### config.mk
export PLATFORM = sky130hd
export DESIGN_NAME = rcu_cfg_seq_flat
export DESIGN_NICKNAME = d
export VERILOG_FILES = /design/src/rtl/rcu_cfg_seq_pkg.sv /design/src/rtl/rcu_cfg_seq_if.sv /design/src/rtl/rcu_sync2.sv /design/src/rtl/rcu_cfg_seq.sv /design/src/flat_wrapper.sv
export SDC_FILE = /design/constraint.sdc
export NUM_CORES = 1
export LEC_CHECK = 0
export ABC_CLOCK_PERIOD_IN_PS = 3580
export BUFFER_PORTS_ARGS = -buffer_cell sky130_fd_sc_hd__buf_2
export CORE_MARGIN = 2
export CORE_UTILIZATION = 55
export CTS_BUF_LIST = sky130_fd_sc_hd__clkbuf_4 sky130_fd_sc_hd__clkbuf_8
export DETAILED_ROUTE_END_ITERATION = 10
export PLACE_DENSITY = 0.8
export SLEW_MARGIN = 20
export SYNTH_ARGS = -nofsm -noshare
export SYNTH_HDL_FRONTEND = slang
export SYNTH_SLANG_ARGS = --single-unit
### constraint.sdc
create_clock -name clk_i -period 3.58 [get_ports clk_i]
set_clock_uncertainty 0.05 [all_clocks]
set_input_delay 0.537 -clock clk_i [delete_from_list [all_inputs] [get_ports clk_i]]
set_output_delay 0.537 -clock clk_i [all_outputs]
set_load 0.005 [all_outputs]
### src/rtl/rcu_cfg_seq_pkg.sv
// Shared types and constants for the RCU clock-reconfiguration sequencer.
// Latency: n/a (declarations only).
// Backpressure: n/a.
package rcu_cfg_seq_pkg;

   localparam int RCU_CLK_CFG_WIDTH  = 3;
   localparam int RCU_CORE_SEL_WIDTH = 5;

   // Core select code of the always-running bypass/oscillator clock.
   localparam logic [RCU_CORE_SEL_WIDTH-1:0] RCU_CORE_SEL_BYPASS = 5'd1;

   typedef enum logic [2:0] {
      ST_IDLE    = 3'd0,
      ST_PARK    = 3'd1,
      ST_PLL_OFF = 3'd2,
      ST_CFG     = 3'd3,
      ST_PLL_ON  = 3'd4,
      ST_SWITCH  = 3'd5,
      ST_ERR     = 3'd6
   } rcu_seq_state_e;

   // Used to size the shared step/timeout counter from the largest parameter.
   function automatic int unsigned max3(input int unsigned a,
                                        input int unsigned b,
                                        input int unsigned c);
      int unsigned m;
      m = (a > b) ? a : b;
      return (m > c) ? m : c;
   endfunction

endpackage

### src/rtl/rcu_cfg_seq_if.sv
// Request/config/feedback bundle between the RCU register block, the sequencer and the RCU core.
// Latency: n/a (wires only).
// Backpressure: none; start is a level sampled by the sequencer only when idle.
// master: register block / RCU side (drives requests, lock and feedback).
// slave : sequencer side (drives pll_en, clk_cfg, core_sel and status).
interface rcu_cfg_seq_if;
   import rcu_cfg_seq_pkg::*;

   logic                          start_i;
   logic [RCU_CLK_CFG_WIDTH-1:0]  tgt_cfg_i;
   logic [RCU_CORE_SEL_WIDTH-1:0] tgt_sel_i;
   logic                          pll_lock_i;
   logic [RCU_CORE_SEL_WIDTH-1:0] core_sel_fb_i;
   logic                          pll_en_o;
   logic [RCU_CLK_CFG_WIDTH-1:0]  clk_cfg_o;
   logic [RCU_CORE_SEL_WIDTH-1:0] core_sel_o;
   logic                          busy_o;
   logic                          done_o;
   logic                          err_o;

   modport master (
      output start_i, tgt_cfg_i, tgt_sel_i, pll_lock_i, core_sel_fb_i,
      input  pll_en_o, clk_cfg_o, core_sel_o, busy_o, done_o, err_o
   );

   modport slave (
      input  start_i, tgt_cfg_i, tgt_sel_i, pll_lock_i, core_sel_fb_i,
      output pll_en_o, clk_cfg_o, core_sel_o, busy_o, done_o, err_o
   );

endinterface

### src/rtl/rcu_sync2.sv
// Two-flop synchronizer for asynchronous RCU status inputs (PLL lock and similar).
// Latency: 2 cycles of i_clk.
// Backpressure: none.
// Ports: i_clk, i_rst (async active-high, output resets to 0), i_d async input, o_q synchronized output.
module rcu_sync2 (
   input  logic i_clk,
   input  logic i_rst,
   input  logic i_d,
   output logic o_q
);

   logic r_meta;
   logic r_q;

   always_ff @(posedge i_clk or posedge i_rst) begin
      if (i_rst) begin
         r_meta <= 1'b0;
         r_q    <= 1'b0;
      end else begin
         r_meta <= i_d;
         r_q    <= r_meta;
      end
   end

   assign o_q = r_q;

endmodule

### src/rtl/rcu_cfg_seq.sv
// Sequences a PLL reconfiguration: park core on bypass, PLL off, apply cfg, PLL on, wait stable lock, switch core.
// Latency: 1 + 2*SETTLE_CYC + 2 + LOCK_STABLE + 1 cycles from accepted start to done with immediate feedback and lock.
// Backpressure: start is only sampled in IDLE; requests while busy are dropped, never queued.
// Ports: clk_i (always-running bypass clock), rst_i (async active-high), bus (slave side of rcu_cfg_seq_if).
module rcu_cfg_seq
   import rcu_cfg_seq_pkg::*;
#(
   parameter int unsigned SETTLE_CYC  = 16,
   parameter int unsigned LOCK_STABLE = 8,
   parameter int unsigned LOCK_TMO    = 4096
) (
   input  logic          clk_i,
   input  logic          rst_i,
   rcu_cfg_seq_if.slave  bus
);

   localparam int unsigned MAXP = max3(SETTLE_CYC, LOCK_STABLE, LOCK_TMO);
   localparam int unsigned CW   = $clog2(MAXP) + 1;

   // Exit compares are against N-1: the counter is 0 in the first cycle of a state.
   localparam logic [CW-1:0] SETTLE_LAST = CW'(SETTLE_CYC - 1);
   localparam logic [CW-1:0] STABLE_LAST = CW'(LOCK_STABLE - 1);
   localparam logic [CW-1:0] TMO_LAST    = CW'(LOCK_TMO - 1);

   rcu_seq_state_e                r_state;
   rcu_seq_state_e                w_state_nxt;
   logic [CW-1:0]                 r_cnt;
   logic [CW-1:0]                 r_stb;
   logic                          w_lock;

   logic                          r_pll_en;
   logic [RCU_CLK_CFG_WIDTH-1:0]  r_clk_cfg;
   logic [RCU_CORE_SEL_WIDTH-1:0] r_core_sel;
   logic                          r_busy;
   logic                          r_done;
   logic                          r_err;
   logic [RCU_CLK_CFG_WIDTH-1:0]  r_tgt_cfg;
   logic [RCU_CORE_SEL_WIDTH-1:0] r_tgt_sel;

   logic                          w_pll_en_nxt;
   logic [RCU_CLK_CFG_WIDTH-1:0]  w_clk_cfg_nxt;
   logic [RCU_CORE_SEL_WIDTH-1:0] w_core_sel_nxt;
   logic                          w_busy_nxt;
   logic                          w_done_nxt;
   logic                          w_err_nxt;
   logic                          w_latch;

   rcu_sync2 u_lock_sync (
      .i_clk (clk_i),
      .i_rst (rst_i),
      .i_d   (bus.pll_lock_i),
      .o_q   (w_lock)
   );

   always_ff @(posedge clk_i or posedge rst_i) begin
      if (rst_i) r_state <= ST_IDLE;
      else       r_state <= w_state_nxt;
   end

   // Outputs are computed for the next state and registered, so every state
   // drives its outputs from its first cycle.
   always_comb begin
      w_state_nxt    = r_state;
      w_pll_en_nxt   = r_pll_en;
      w_clk_cfg_nxt  = r_clk_cfg;
      w_core_sel_nxt = r_core_sel;
      w_done_nxt     = 1'b0;
      w_err_nxt      = r_err;
      w_latch        = 1'b0;
      case (r_state)
         ST_IDLE: begin
            if (bus.start_i) begin
               w_latch        = 1'b1;
               w_err_nxt      = 1'b0;
               w_core_sel_nxt = RCU_CORE_SEL_BYPASS;
               w_state_nxt    = ST_PARK;
            end
         end
         ST_PARK: begin
            w_core_sel_nxt = RCU_CORE_SEL_BYPASS;
            if (bus.core_sel_fb_i == RCU_CORE_SEL_BYPASS) begin
               w_pll_en_nxt = 1'b0;
               w_state_nxt  = ST_PLL_OFF;
            end
         end
         ST_PLL_OFF: begin
            w_pll_en_nxt = 1'b0;
            if (r_cnt == SETTLE_LAST) begin
               w_clk_cfg_nxt = r_tgt_cfg;
               w_state_nxt   = ST_CFG;
            end
         end
         ST_CFG: begin
            w_clk_cfg_nxt = r_tgt_cfg;
            if (r_cnt == SETTLE_LAST) begin
               w_pll_en_nxt = 1'b1;
               w_state_nxt  = ST_PLL_ON;
            end
         end
         ST_PLL_ON: begin
            w_pll_en_nxt = 1'b1;
            // Lock is tested first so it wins a tie with the timeout.
            if (w_lock && (r_stb == STABLE_LAST)) begin
               w_core_sel_nxt = r_tgt_sel;
               w_state_nxt    = ST_SWITCH;
            end else if (r_cnt == TMO_LAST) begin
               w_pll_en_nxt   = 1'b0;
               w_core_sel_nxt = RCU_CORE_SEL_BYPASS;
               w_err_nxt      = 1'b1;
               w_state_nxt    = ST_ERR;
            end
         end
         ST_SWITCH: begin
            w_core_sel_nxt = r_tgt_sel;
            if (bus.core_sel_fb_i == r_tgt_sel) begin
               w_done_nxt  = 1'b1;
               w_state_nxt = ST_IDLE;
            end else if (!w_lock) begin
               w_pll_en_nxt   = 1'b0;
               w_core_sel_nxt = RCU_CORE_SEL_BYPASS;
               w_err_nxt      = 1'b1;
               w_state_nxt    = ST_ERR;
            end
         end
         ST_ERR: begin
            w_pll_en_nxt   = 1'b0;
            w_core_sel_nxt = RCU_CORE_SEL_BYPASS;
            w_err_nxt      = 1'b1;
            w_state_nxt    = ST_IDLE;
         end
         default: begin
            w_state_nxt = ST_IDLE;
         end
      endcase
      w_busy_nxt = (w_state_nxt != ST_IDLE) && (w_state_nxt != ST_ERR);
   end

   // r_cnt: settle time in PLL_OFF/CFG, timeout in PLL_ON.
   // r_stb: consecutive synchronized-lock-high cycles.
   always_ff @(posedge clk_i or posedge rst_i) begin
      if (rst_i) begin
         r_cnt <= '0;
         r_stb <= '0;
      end else if (w_state_nxt != r_state) begin
         r_cnt <= '0;
         r_stb <= '0;
      end else begin
         if (r_cnt != '1) r_cnt <= r_cnt + CW'(1);
         if (!w_lock)          r_stb <= '0;
         else if (r_stb != '1) r_stb <= r_stb + CW'(1);
      end
   end

   always_ff @(posedge clk_i or posedge rst_i) begin
      if (rst_i) begin
         r_pll_en   <= 1'b0;
         r_clk_cfg  <= '0;
         r_core_sel <= RCU_CORE_SEL_BYPASS;
         r_busy     <= 1'b0;
         r_done     <= 1'b0;
         r_err      <= 1'b0;
         r_tgt_cfg  <= '0;
         r_tgt_sel  <= RCU_CORE_SEL_BYPASS;
      end else begin
         r_pll_en   <= w_pll_en_nxt;
         r_clk_cfg  <= w_clk_cfg_nxt;
         r_core_sel <= w_core_sel_nxt;
         r_busy     <= w_busy_nxt;
         r_done     <= w_done_nxt;
         r_err      <= w_err_nxt;
         if (w_latch) begin
            r_tgt_cfg <= bus.tgt_cfg_i;
            r_tgt_sel <= bus.tgt_sel_i;
         end
      end
   end

   assign bus.pll_en_o   = r_pll_en;
   assign bus.clk_cfg_o  = r_clk_cfg;
   assign bus.core_sel_o = r_core_sel;
   assign bus.busy_o     = r_busy;
   assign bus.done_o     = r_done;
   assign bus.err_o      = r_err;

endmodule

### src/flat_wrapper.sv
// flat-port wrapper written by rule: the top's interface ports become plain ports
module rcu_cfg_seq_flat import rcu_cfg_seq_pkg::*;
#(
   parameter int unsigned SETTLE_CYC  = 16,
   parameter int unsigned LOCK_STABLE = 8,
   parameter int unsigned LOCK_TMO    = 4096
)
  (clk_i, rst_i, bus_start_i, bus_tgt_cfg_i, bus_tgt_sel_i, bus_pll_lock_i, bus_core_sel_fb_i, bus_pll_en_o, bus_clk_cfg_o, bus_core_sel_o, bus_busy_o, bus_done_o, bus_err_o);
  rcu_cfg_seq_if bus_i ();
  input  logic clk_i;
  input  logic rst_i;
  input wire logic [$bits(bus_i.start_i)-1:0] bus_start_i;
  input wire logic [$bits(bus_i.tgt_cfg_i)-1:0] bus_tgt_cfg_i;
  input wire logic [$bits(bus_i.tgt_sel_i)-1:0] bus_tgt_sel_i;
  input wire logic [$bits(bus_i.pll_lock_i)-1:0] bus_pll_lock_i;
  input wire logic [$bits(bus_i.core_sel_fb_i)-1:0] bus_core_sel_fb_i;
  output wire logic [$bits(bus_i.pll_en_o)-1:0] bus_pll_en_o;
  output wire logic [$bits(bus_i.clk_cfg_o)-1:0] bus_clk_cfg_o;
  output wire logic [$bits(bus_i.core_sel_o)-1:0] bus_core_sel_o;
  output wire logic [$bits(bus_i.busy_o)-1:0] bus_busy_o;
  output wire logic [$bits(bus_i.done_o)-1:0] bus_done_o;
  output wire logic [$bits(bus_i.err_o)-1:0] bus_err_o;
  assign bus_i.start_i = bus_start_i;
  assign bus_i.tgt_cfg_i = bus_tgt_cfg_i;
  assign bus_i.tgt_sel_i = bus_tgt_sel_i;
  assign bus_i.pll_lock_i = bus_pll_lock_i;
  assign bus_i.core_sel_fb_i = bus_core_sel_fb_i;
  assign bus_pll_en_o = bus_i.pll_en_o;
  assign bus_clk_cfg_o = bus_i.clk_cfg_o;
  assign bus_core_sel_o = bus_i.core_sel_o;
  assign bus_busy_o = bus_i.busy_o;
  assign bus_done_o = bus_i.done_o;
  assign bus_err_o = bus_i.err_o;
  rcu_cfg_seq #(.SETTLE_CYC(SETTLE_CYC), .LOCK_STABLE(LOCK_STABLE), .LOCK_TMO(LOCK_TMO)) u_core (.clk_i(clk_i), .rst_i(rst_i), .bus(bus_i));
endmodule
==> results of run 1 <==
[flip-flops by register name, summed over array words and instances (netlist names)]
register                   flops
u_core.r_tgt_sel               5
u_core.bus.err_o               1
u_core.bus.pll_en_o            1
u_core.u_lock_sync.o_q         1
u_core.bus.done_o              1
u_core.u_lock_sync.r_meta      1
u_core.bus.core_sel_o          5
u_core.bus.busy_o              1
u_core.r_state                 3
u_core.r_cnt                  13
u_core.r_tgt_cfg               3
u_core.bus.clk_cfg_o           3
u_core.r_stb                  13
[kinds of logic (layout without fill, tap and decap cells)]
logic type / after synthesis / after routing / share of synthesized area
simple gates: 112 / 112 / 0.237
flops: 51 / 51 / 0.475
mux: 16 / 16 / 0.0646
buf+inv: 13 / 43 / 0.0256
compound gates: 38 / 38 / 0.114
fa+ha+maj: 2 / 2 / 0.00930
xor+xnor: 23 / 23 / 0.0748
[area by class of cell]
cell class              count  area share
inverters                   6     0.00789
clock inverters             3      0.0224
flip-flops and latches     51       0.424
well taps                  67      0.0278
multi-input cells         191       0.446
clock buffers               5      0.0228
repair buffers             29      0.0490
[final timing paths]
kind / end / slack, ps / cells past startpoint
setup / recovery: u_core.r_stb[2] / 780 / 6
hold / removal: u_core.u_lock_sync.r_meta / 290 / 1
setup reg to reg: u_core.r_stb[2] / 780 / 6
hold reg to reg: u_core.u_lock_sync.o_q / 300 / 0
max in group asynchronous: u_core.r_cnt[7] / 2660 / 2
min in group asynchronous: u_core.bus.busy_o / 310 / 2
[routing by layer]
metal  up-vias  part of all wire  track usage
met5         -                 0            0
met4         0            0.0075       0.0606
met3         4             0.042       0.0407
met2        48              0.48        0.332
met1       952              0.47        0.269
li1        975                 -            -
[per-stage QoR]
step,instances,utilization,hold slack (ps),power [mW]
final,352,0.638,287,1.84
after global placement,344,0.609,285,1.36
after CTS,352,0.638,276,1.86
after detailed placement,344,0.609,286,1.38
after global routing,352,0.638,274,1.96
after floorplan,255,-,281,1.28
[cells in the final DEF (no fill, tap or decap), types with 2 or more instances in the layout]
| cell | instances |
|---|---|
| dfstp_2 | 2 |
| a22o_1 | 5 |
| clkbuf_8 | 5 |
| and2_1 | 3 |
| nor2_1 | 33 |
| nand2b_1 | 4 |
| dfrtp_1 | 49 |
| mux2i_1 | 5 |
| bufinv_16 | 2 |
| nand3_1 | 7 |
| xnor2_1 | 11 |
| ha_1 | 2 |
| o21ai_0 | 4 |
| mux2_2 | 11 |
| inv_1 | 5 |
| or3_1 | 3 |
| and4_1 | 3 |
| nor3_2 | 6 |
| a21oi_1 | 7 |
| nand4_1 | 7 |
| buf_2 | 28 |
| a31oi_1 | 6 |
| o21a_1 | 2 |
| nor4_1 | 4 |
| a211oi_2 | 2 |
| nor3_1 | 11 |
| nor4b_2 | 2 |
| xor2_1 | 12 |
| nor2b_1 | 2 |
| and3_1 | 6 |
| nand2_1 | 14 |
[report_power, final]
part / leakage [nW] / switching, mW / internal [mW]
clock: 0.0644 / 0.189 / 0.278
sequential: 0.662 / 0.137 / 0.702
combinational: 0.595 / 0.285 / 0.248
total: 1.32 / 0.612 / 1.23
==> summary.md, run 1 <==
| Metric | Value |
|---|---|
| Post-cts sizing count | 0 |
| Total nets after synthesis | 274 |
| Drc violations | 0 |
| Largest area contributor in the netlist | dfrtp_1 |
| Top cell type's share of synthesized area | 0.456 |
| Crit end category | flop |
| Crit share post-route | 0.781 |
| Syn-to-layout area delta | 12.0% |
| Post-route cell area | 0.00301 mm2 |
| Layout cell share with drive strength beyond 1 | 0.242 |
| Gr ovfl total | 0 |
| Post-Syn Area | 0.00269 mm2 |
| Row count | 25 |
| Synth cell count leaders | dfrtp_1, nor2_1, nand2_1, xor2_1 |
| RSZ-0062 raised after global routing | false |
| Hold Startpoint | bus_pll_lock_i |
| Top-count cell post-synth | dfrtp_1 |
| P_leak | 1.32 nW |
| Antenna violations before repair | 0 |
| Die Y-Extent | 74.0 um |
| Clk slew on worst S/H paths | 90 ps |
| Asr flop ratio synth | 1.00 |
| Crit path from | u_core.r_state[0] |
| Setup ws final | 784 ps |
| Post-DP HPWL | 3.46 mm |
| CTS Root Cell | clkbuf_8 |
| DR iter-0 viols | 224 |
| Routed len/inst | 14.0 um |
| Crit Path Class | reg2reg |
| CP Buf/Inv Count | 0 |
| Place WS | 797 ps |
| Initial Util | 0.570 |
| Top delay family on crit path | compound AO/OA/AOI/OAI gates |
| Peak Freq | 358 MHz |
| Final antenna-violating net count | 0 |
| First-pass GRT wire length | 8.50 mm |
| H-tree Lvls | 2 |
| Hold Buf Count CTS | 0 |
| Final setup viols | 0 |
| Synth warnings | 0 |
| Register area | 0.00128 mm2 |
| Status | complete, no violations |
| VDD IR-drop max | 0.365 mV |
| Cts bufs inserted | 5 |
| Final min period | 2800 ps |
| Rel. slew slack | 0.443 |
| Setup TNS | 0 ps |
| CP max stage cell | dfrtp_1 |
| Vias per inst | 5.62 |
| Pwr Density | 611 mW/mm2 |
| Main flop type after synthesis | dfrtp_1 |
| Startpoint types | flop |
| Gr usage total | 0.201 |
| Area of the multi-input gates | 0.00134 mm2 |
| Vias | 1,979 |
| Crit path cell chain | nor4b_2 > a21oi_1 > a22o_1 > o21bai_2 > o2111ai_4 > nor4_1 |
| Max-slew violations | 0 |
| Sink Count | 51 |
| Synth Register Bits | 51 |
| Type of the worst min-delay path | in2reg |
| Placer congestion estimate | 0.858 |
| Largest fanout on the critical path | 26 |
| Post-DP Area | 0.00288 mm2 |
| ANT cells | 0 |
| WL final | 4.94 mm |
| Slowest stage delay, CP | 760 ps |
| Largest net degree at the start of global routing | 52 |
| Die Area | 0.00547 mm2 |
| Post-CTS setup buffer count | 0 |
| Nets | 303 |
| DR pass1 iterations | 4 |
| I/O Pins | 29 |
| Post-synth EDFFs | 0 |
| Sequential fraction of the synthesis area | 0.475 |
| Core Area | 0.00472 mm2 |
| Synth cell types | 49 |
| Fin. Hold Viols | 0 |
| Vias in the first global route | 1,944 |
| CP required | 3690 ps |
| Die Wd | 74.0 um |
| Worst-margin pin slew | 835 ps |
| WP data arrival | 2900 ps |
| Ranking of synthesized cells by area | dfrtp_1, nor2_1, mux2_2 |
| Mean post-synth cell area | 10.6 um2 |
| CTS Buffer Depth | 2 |
| Max Cap Viol | 0 |
| Number of port buffers | 28 |
| Worst flop-to-flop path startpoint | u_core.r_state[0] |
| CTS tree | built |
| Mapped Cells | 255 |
| Fill count | 392 |
| Clock Latency Late Sink | 300 ps |
No activity file was read; power rests on OpenSTA's default activity.
==> run 2: changes to the inputs <==
Settings changed: ABC_AREA from default to 1, ABC_CLOCK_PERIOD_IN_PS 3580 to 2870.
Clock period 3.58 ns to 2.87 ns, I/O delays scaled along.
==> summary.md, run 2 <==
| Metric | Value |
|---|---|
| Setup TNS | 0 ps (unchanged) |
| R2R depth | 10 (+4) |
| Die Wd | 75.1 um (+1.5%) |
| Final min period | 2120 ps (-673 ps) |
| Max-slew violations | 0 (unchanged) |
| Asr flop ratio synth | 1.00 (unchanged) |
| Post-Syn Area | 0.00278 mm2 (+3.2%) |
| Total nets after synthesis | 385 (+41%) |
| Post-cts sizing count | 0 (unchanged) |
| Sequential fraction of the synthesis area | 0.461 (-0.0146) |
| Cts bufs inserted | 5 (unchanged) |
| Final Power | 2.14 mW (+16%) |
| Die Area | 0.00563 mm2 (+3.0%) |
| Top-count cell post-synth | nand2_1 |
| Hold Startpoint | bus_pll_lock_i |
| Post-synth EDFFs | 0 (unchanged) |
| WL final | 5.74 mm (+16%) |
| I/O Pins | 29 (unchanged) |
| Routed len/inst | 12.3 um (-12%) |
| Hold Path Depth | 1 (unchanged) |
| Crit share post-route | 0.740 (-0.0412) |
| CP required | 3060 ps (-630 ps) |
| Largest area contributor in the netlist | dfrtp_1 |
| CTS Buffer Depth | 2 (unchanged) |
| Syn-to-layout area delta | 11.4% |
| Setup ws final | 747 ps (-37.2 ps) |
| Sink Count | 51 (unchanged) |
| Cell count after placement | 458 (+33%) |
| RSZ-0062 raised after global routing | false |
| Commonest non-fill, non-tap cell in the layout | nand2_1 |
| Top cell type's share of synthesized area | 0.442 (-0.0140) |
| Logic pwr share | 0.309 (+0.019) |
| VDD IR-drop max | 0.553 mV (+51%) |
| Startpoint types | flop |
| Die Y-Extent | 75.1 um (+1.5%) |
| Place WS | 823 ps (+25.9 ps) |
| Switching fraction of total power | 0.354 (+0.0211) |
| Hold Buf Count CTS | 0 (unchanged) |
| Largest regs | u_core.r_cnt (13), u_core.r_stb (13) |
| Crit Path Class | reg2reg |
| Core Area | 0.00479 mm2 (+1.3%) |
| Antenna violations before repair | 0 (unchanged) |
| DR iter-0 viols | 241 (+7.6%) |
| H-tree Lvls | 2 (unchanged) |
| Initial Util | 0.580 (+0.0103) |
| Clock power frac | 0.239 (-0.015) |
| Status | complete, no violations |
| Pwr Density | 690 mW/mm2 (+13%) |
| Type of the worst min-delay path | in2reg |
| Post-CTS setup buffer count | 0 (unchanged) |
| First-pass GRT wire length | 9.57 mm (+13%) |
| Post-DP Area | 0.00298 mm2 (+3.6%) |
| Switching Power | 0.755 mW (+23%) |
| Vias per inst | 5.29 (-6.0%) |
| P_leak | 1.48 nW (+12%) |
| Max Cap Viol | 0 (unchanged) |
| Ranking of synthesized cells by area | dfrtp_1, nand2_1, nor2_1 |
| Post-DP HPWL | 4.20 mm (+21%) |
| Drc violations | 0 (unchanged) |
| Crit end category | flop |
| WP data arrival | 2310 ps (-590 ps) |
| Gr ovfl total | 0 (unchanged) |
| Layout cell share with drive strength beyond 1 | 0.145 (-0.0967) |
| CTS Root Cell | clkbuf_8 |
| Final antenna-violating net count | 0 (unchanged) |
| Commonest cells after routing, fill and taps aside | nand2_1, nor2_1, dfrtp_1 |
| CTS tree | built |
| Post-route cell area | 0.00309 mm2 (+2.7%) |
| DR pass1 iterations | 6 (+2) |
| Largest net degree at the start of global routing | 51 (-1.9%) |
| Mapped Cells | 366 (+44%) |
| Final Util | 0.647 (+0.00839) |
| Rel. slew slack | 0.444 (+0.000756) |
| Final setup viols | 0 (unchanged) |
| Flop pwr share | 0.453 (-0.003) |
| Hold slack | 187 ps (-100 ps) |
| Placer congestion estimate | 0.896 (+4.5%) |
| Fin cells | 466 (+32%) |
| Crit path from | u_core.u_lock_sync.o_q |
| Synth cell count leaders | nand2_1, nor2_1, dfrtp_1, inv_1, nand3_1 |
| Number of port buffers | 28 (unchanged) |
| Clk slew on worst S/H paths | 90 ps (about the same) |
| ANT cells | 0 (unchanged) |
| Synth Register Bits | 51 (unchanged) |
| Peak Freq | 471 MHz (+32%) |
| Gr usage total | 0.223 (+0.0222) |
| Vias in the first global route | 2,236 (+15%) |
| Clock Latency Late Sink | 300 ps (about the same) |
| Fin. Hold Viols | 0 (unchanged) |
| Nets | 417 (+38%) |
| Row count | 25 (unchanged) |
| Worst-margin pin slew | 833 ps (-1.13 ps) |
| Mean post-synth cell area | 7.59 um2 (-28%) |
| Synth warnings | 0 (unchanged) |
| Cell Int Power | 1.38 mW (+12%) |
| Main flop type after synthesis | dfrtp_1 |
| Vias | 2,463 (+24%) |
| Worst flop-to-flop path startpoint | u_core.u_lock_sync.o_q |
| Largest fanout on the critical path | 26 (unchanged) |
| Synth cell types | 30 (-39%) |
[run 2: path summary, 6_finish.rpt]
| check | to | slack [ps] |
|---|---|---|
| min in group asynchronous | u_core.r_cnt[2] | 200 |
| worst min-delay path | u_core.u_lock_sync.r_meta | 190 |
| max in group asynchronous | u_core.r_tgt_sel[0] | 1930 |
| worst max-delay path | u_core.r_stb[4] | 750 |
| worst min register to register | u_core.u_lock_sync.o_q | 290 |
| worst max register to register | u_core.r_stb[4] | 750 |
[run 2: power by group through the flow]
| stage | Combinational, mW | Clock, mW | Sequential [mW] |
|---|---|---|---|
| after global routing | 0.755 | 0.557 | 0.986 |
| after CTS | 0.663 | 0.527 | 0.968 |
| after floorplan | 0.548 | 0 | 0.958 |
| after detailed placement | 0.659 | 0 | 0.981 |
| after global placement | 0.647 | 0 | 0.976 |
| final | 0.659 | 0.510 | 0.967 |
[run 2: layout make-up]
cell class                 instances  area [um2]
timing repair buffer              30         155
sequential                        51        1280
clock inverter                     1        30.0
fill                             428        1690
clock buffer                       7        83.8
multi-input combinational        260        1270
inverter                          50         189
tap                               67        83.8
[run 2: cells by family (layout without fill, tap and decap cells)]
group / count (synthesis) / count (layout) / share of synthesized area
buffers and inverters: 55 / 88 / 0.0807
AND/OR/NAND/NOR: 196 / 196 / 0.301
adder cells (fa/ha/maj): 2 / 2 / 0.00901
AO/OA/AOI/OAI: 45 / 45 / 0.0892
flip-flops: 51 / 51 / 0.461
multiplexers: 6 / 6 / 0.0243
XOR/XNOR: 11 / 11 / 0.0347
[run 2: metal layers]
| layer | vias to the layer above | part of all wire | track usage |
|---|---|---|---|
| met5 | - | 0 | 0 |
| met4 | 0 | 0.013 | 0.0675 |
| met3 | 10 | 0.048 | 0.0402 |
| met2 | 92 | 0.47 | 0.368 |
| met1 | 1130 | 0.47 | 0.300 |
| li1 | 1231 | - | - |
[run 2: critical path, stage by stage, from the launching register on]
cell	delay [ps]
dfrtp_1	720
nand2_1	160
nor2_2	150
nand2_1	90
nand2_1	120
nor2_1	60
nor2_1	160
nand3_1	90
nand2_1	100
nand2_4	180
nor2_1	150
==> run 3: changes to the inputs <==
Settings changed: ABC_CLOCK_PERIOD_IN_PS 2870 to 1890, PLACE_DENSITY 0.8 to 0.83.
Clock period 2.87 ns to 1.89 ns, I/O delays scaled along.
==> summary.md, run 3 (synthesis gave the netlist of run 2 again) <==
| Metric | Value |
|---|---|
| Max-slew violations | 0 (unchanged) |
| Final setup viols | 26 (+26) |
| H-tree Lvls | 2 (unchanged) |
| Routed len/inst | 15.6 um (+27%) |
| I/O Pins | 29 (unchanged) |
| Setup ws final | -113 ps (-860 ps) |
| CP max stage cell | dfrtp_1 |
| Max Cap Viol | 0 (unchanged) |
| Commonest cells after routing, fill and taps aside | nand2_1, dfrtp_1, inv_1 |
| Die Area | 0.00563 mm2 (unchanged) |
| Pwr Density | 1160 mW/mm2 (+68%) |
| First-pass GRT wire length | 10.8 mm (+13%) |
| Initial Util | 0.580 (unchanged) |
| P_leak | 1.64 nW (+11%) |
| Antenna violations before repair | 0 (unchanged) |
| Placer congestion estimate | 0.866 (-3.4%) |
| DR pass1 iterations | 5 (-1) |
| Sink Count | 51 (unchanged) |
| CP Buf/Inv Count | 1 (+1) |
| Vias per inst | 5.64 (+6.8%) |
| Cts bufs inserted | 5 (unchanged) |
| Peak Freq | 499 MHz (+6.0%) |
| Clk slew on worst S/H paths | 100 ps (about the same) |
| VDD IR-drop max | 0.780 mV (+41%) |
| Top delay family on crit path | simple AND/OR/NAND/NOR gates |
| ANT cells | 0 (unchanged) |
| CP required | 2090 ps (-970 ps) |
| Fin cells | 492 (+5.6%) |
| Gr ovfl total | 0 (unchanged) |
| Gr usage total | 0.251 (+0.0278) |
| Crit Path Class | reg2reg |
| Die Wd | 75.1 um (unchanged) |
| WP data arrival | 2200 ps (-110 ps) |
| Core Area | 0.00479 mm2 (unchanged) |
| Final antenna-violating net count | 0 (unchanged) |
| Final Power | 4.24 mW (+98%) |
| Fill count | 323 (-25%) |
| Hold Path Depth | 1 (unchanged) |
| CTS tree | built |
| DR iter-0 viols | 289 (+20%) |
| Row count | 25 (unchanged) |
| Die Y-Extent | 75.1 um (unchanged) |
| Crit path cell chain | buf_4 > nand3_1 > nor2_1 > nand2_1 > nor2_4 > nand4_1 > o21ai_0 > nor2_1 > nor2_4 |
| Drc violations | 0 (unchanged) |
| Rel. slew slack | 0.723 (+0.280) |
| Slowest stage delay, CP | 380 ps (-340 ps) |
| Cell count after placement | 476 (+3.9%) |
| Final min period | 2000 ps (-120 ps) |
| Vias in the first global route | 2,427 (+8.5%) |
| Commonest non-fill, non-tap cell in the layout | nand2_1 |
| Largest fanout on the critical path | 5 (-81%) |
| Worst-margin pin slew | 414 ps (-419 ps) |
| CTS Buffer Depth | 2 (unchanged) |
| Nets | 443 (+6.2%) |
| Status | complete, but fails checks |
| Hold Startpoint | bus_pll_lock_i |
| Worst reg2reg path endpoint | u_core.r_stb[11] |
| Clock Latency Late Sink | 320 ps (+20 ps) |
| Hold slack | 31.1 ps (-156 ps) |
| RSZ-0062 raised after global routing | true |
| Largest regs | u_core.r_cnt (13), u_core.r_stb (13) |
| Failing checks | negative setup slack |
| Reg-to-reg slack, setup | -110 ps (-860 ps) |
| Fin. Hold Viols | 0 (unchanged) |
| Largest net degree at the start of global routing | 34 (-33%) |
| Crit share post-route | 1.06 (+0.320) |
| Layout cell share with drive strength beyond 1 | 0.329 (+0.184) |
| Hold Path End | u_core.u_lock_sync.r_meta |
| Type of the worst min-delay path | in2reg |
| R2R depth | 9 (-1) |
| Worst flop-to-flop path startpoint | u_core.r_stb[0] |
| Syn-to-layout area delta | 31.8% |
| CTS Root Cell | clkbuf_8 |
| Vias | 2,777 (+13%) |
| Post-DP HPWL | 4.42 mm (+5.1%) |
| WL final | 7.67 mm (+34%) |
| Number of port buffers | 28 (unchanged) |
| Crit end category | flop |
| Startpoint types | flop |
==> run 3: cell count changes in the layout (fill, tap and decap cells not counted), moves of 5 or more <==
| cell | delta |
|---|---|
| buf_4 | +20 |
| nand2_1 | -13 |
| nand2_2 | +9 |
| nand2_8 | +6 |
| nand3_1 | -5 |
| nor2_1 | -31 |
| nor2_2 | +11 |
| nor2_4 | +20 |
==> run 3: area by class of cell <==
cell class | instances | area [um2] | area share
Timing Repair Buffer | 53 | 347 | 0.0947
Clock buffer | 7 | 83.8 | 0.0229
Sequential cell | 51 | 1280 | 0.350
Clock inverter | 1 | 30.0 | 0.00821
Multi-Input combinational cell | 263 | 1650 | 0.450
Tap cell | 67 | 83.8 | 0.0229
Inverter | 50 | 188 | 0.0513
==> run 3: what timing repair did <==
| action | 4_1_cts | 5_1_grt |
|---|---|---|
| hold buffers | 1 | 0 |
| buffers inserted | 0 | 5 |
| gates cloned | 2 | 1 |
| endpoints found under the setup margin | 26 | 27 |
| pin swaps | 2 | 19 |
| hold endpoints to repair | 18 | 0 |
| resized for setup | 8 | 83 |
==> run 3: metrics by stage <==
| step | setup WS, ps | TNS [ps] | cell area [um2] | utilization |
|---|---|---|---|---|
| finish | -113 | -1590 | 3660 | 0.765 |
| global route | -185 | -3700 | 3660 | 0.765 |
| CTS | 10.5 | 0 | 3300 | 0.690 |
| detailed placement | -45.1 | -787 | 3130 | 0.653 |
| global placement | -19.6 | -384 | 3130 | 0.653 |
| floorplan | 143 | 0 | 2780 | - |
==> run 3: worst max path at each step <==
stage | start | to | slack (ps) | cells after the start
after floorplan | u_core.r_stb[0] | u_core.r_stb[12] | 140 | 14
after global placement | u_core.r_cnt[1] | u_core.r_cnt[1] | -20 | 12
after detailed placement | u_core.r_cnt[1] | u_core.r_stb[2] | -50 | 12
after CTS | u_core.r_cnt[1] | u_core.r_cnt[9] | 10 | 11
after global routing | u_core.r_stb[1] | u_core.r_cnt[9] | -190 | 13
final | u_core.r_stb[0] | u_core.r_stb[11] | -110 | 9
==> run 3: per-layer routing <==
metal | vias up | wire, um | global-route usage
met4 | 0 | 331 | 0.0754
met2 | 126 | 3800 | 0.421
met1 | 1314 | 3070 | 0.329
met3 | 40 | 473 | 0.0482
met5 | - | 0 | 0
li1 | 1297 | - | -
==> run 3: where the power goes <==
part	total [mW]	switching (mW)	internal, mW
combinational	1.96	1.28	0.678
sequential	1.49	0.182	1.30
clock	0.792	0.367	0.426
total	4.24	1.83	2.41
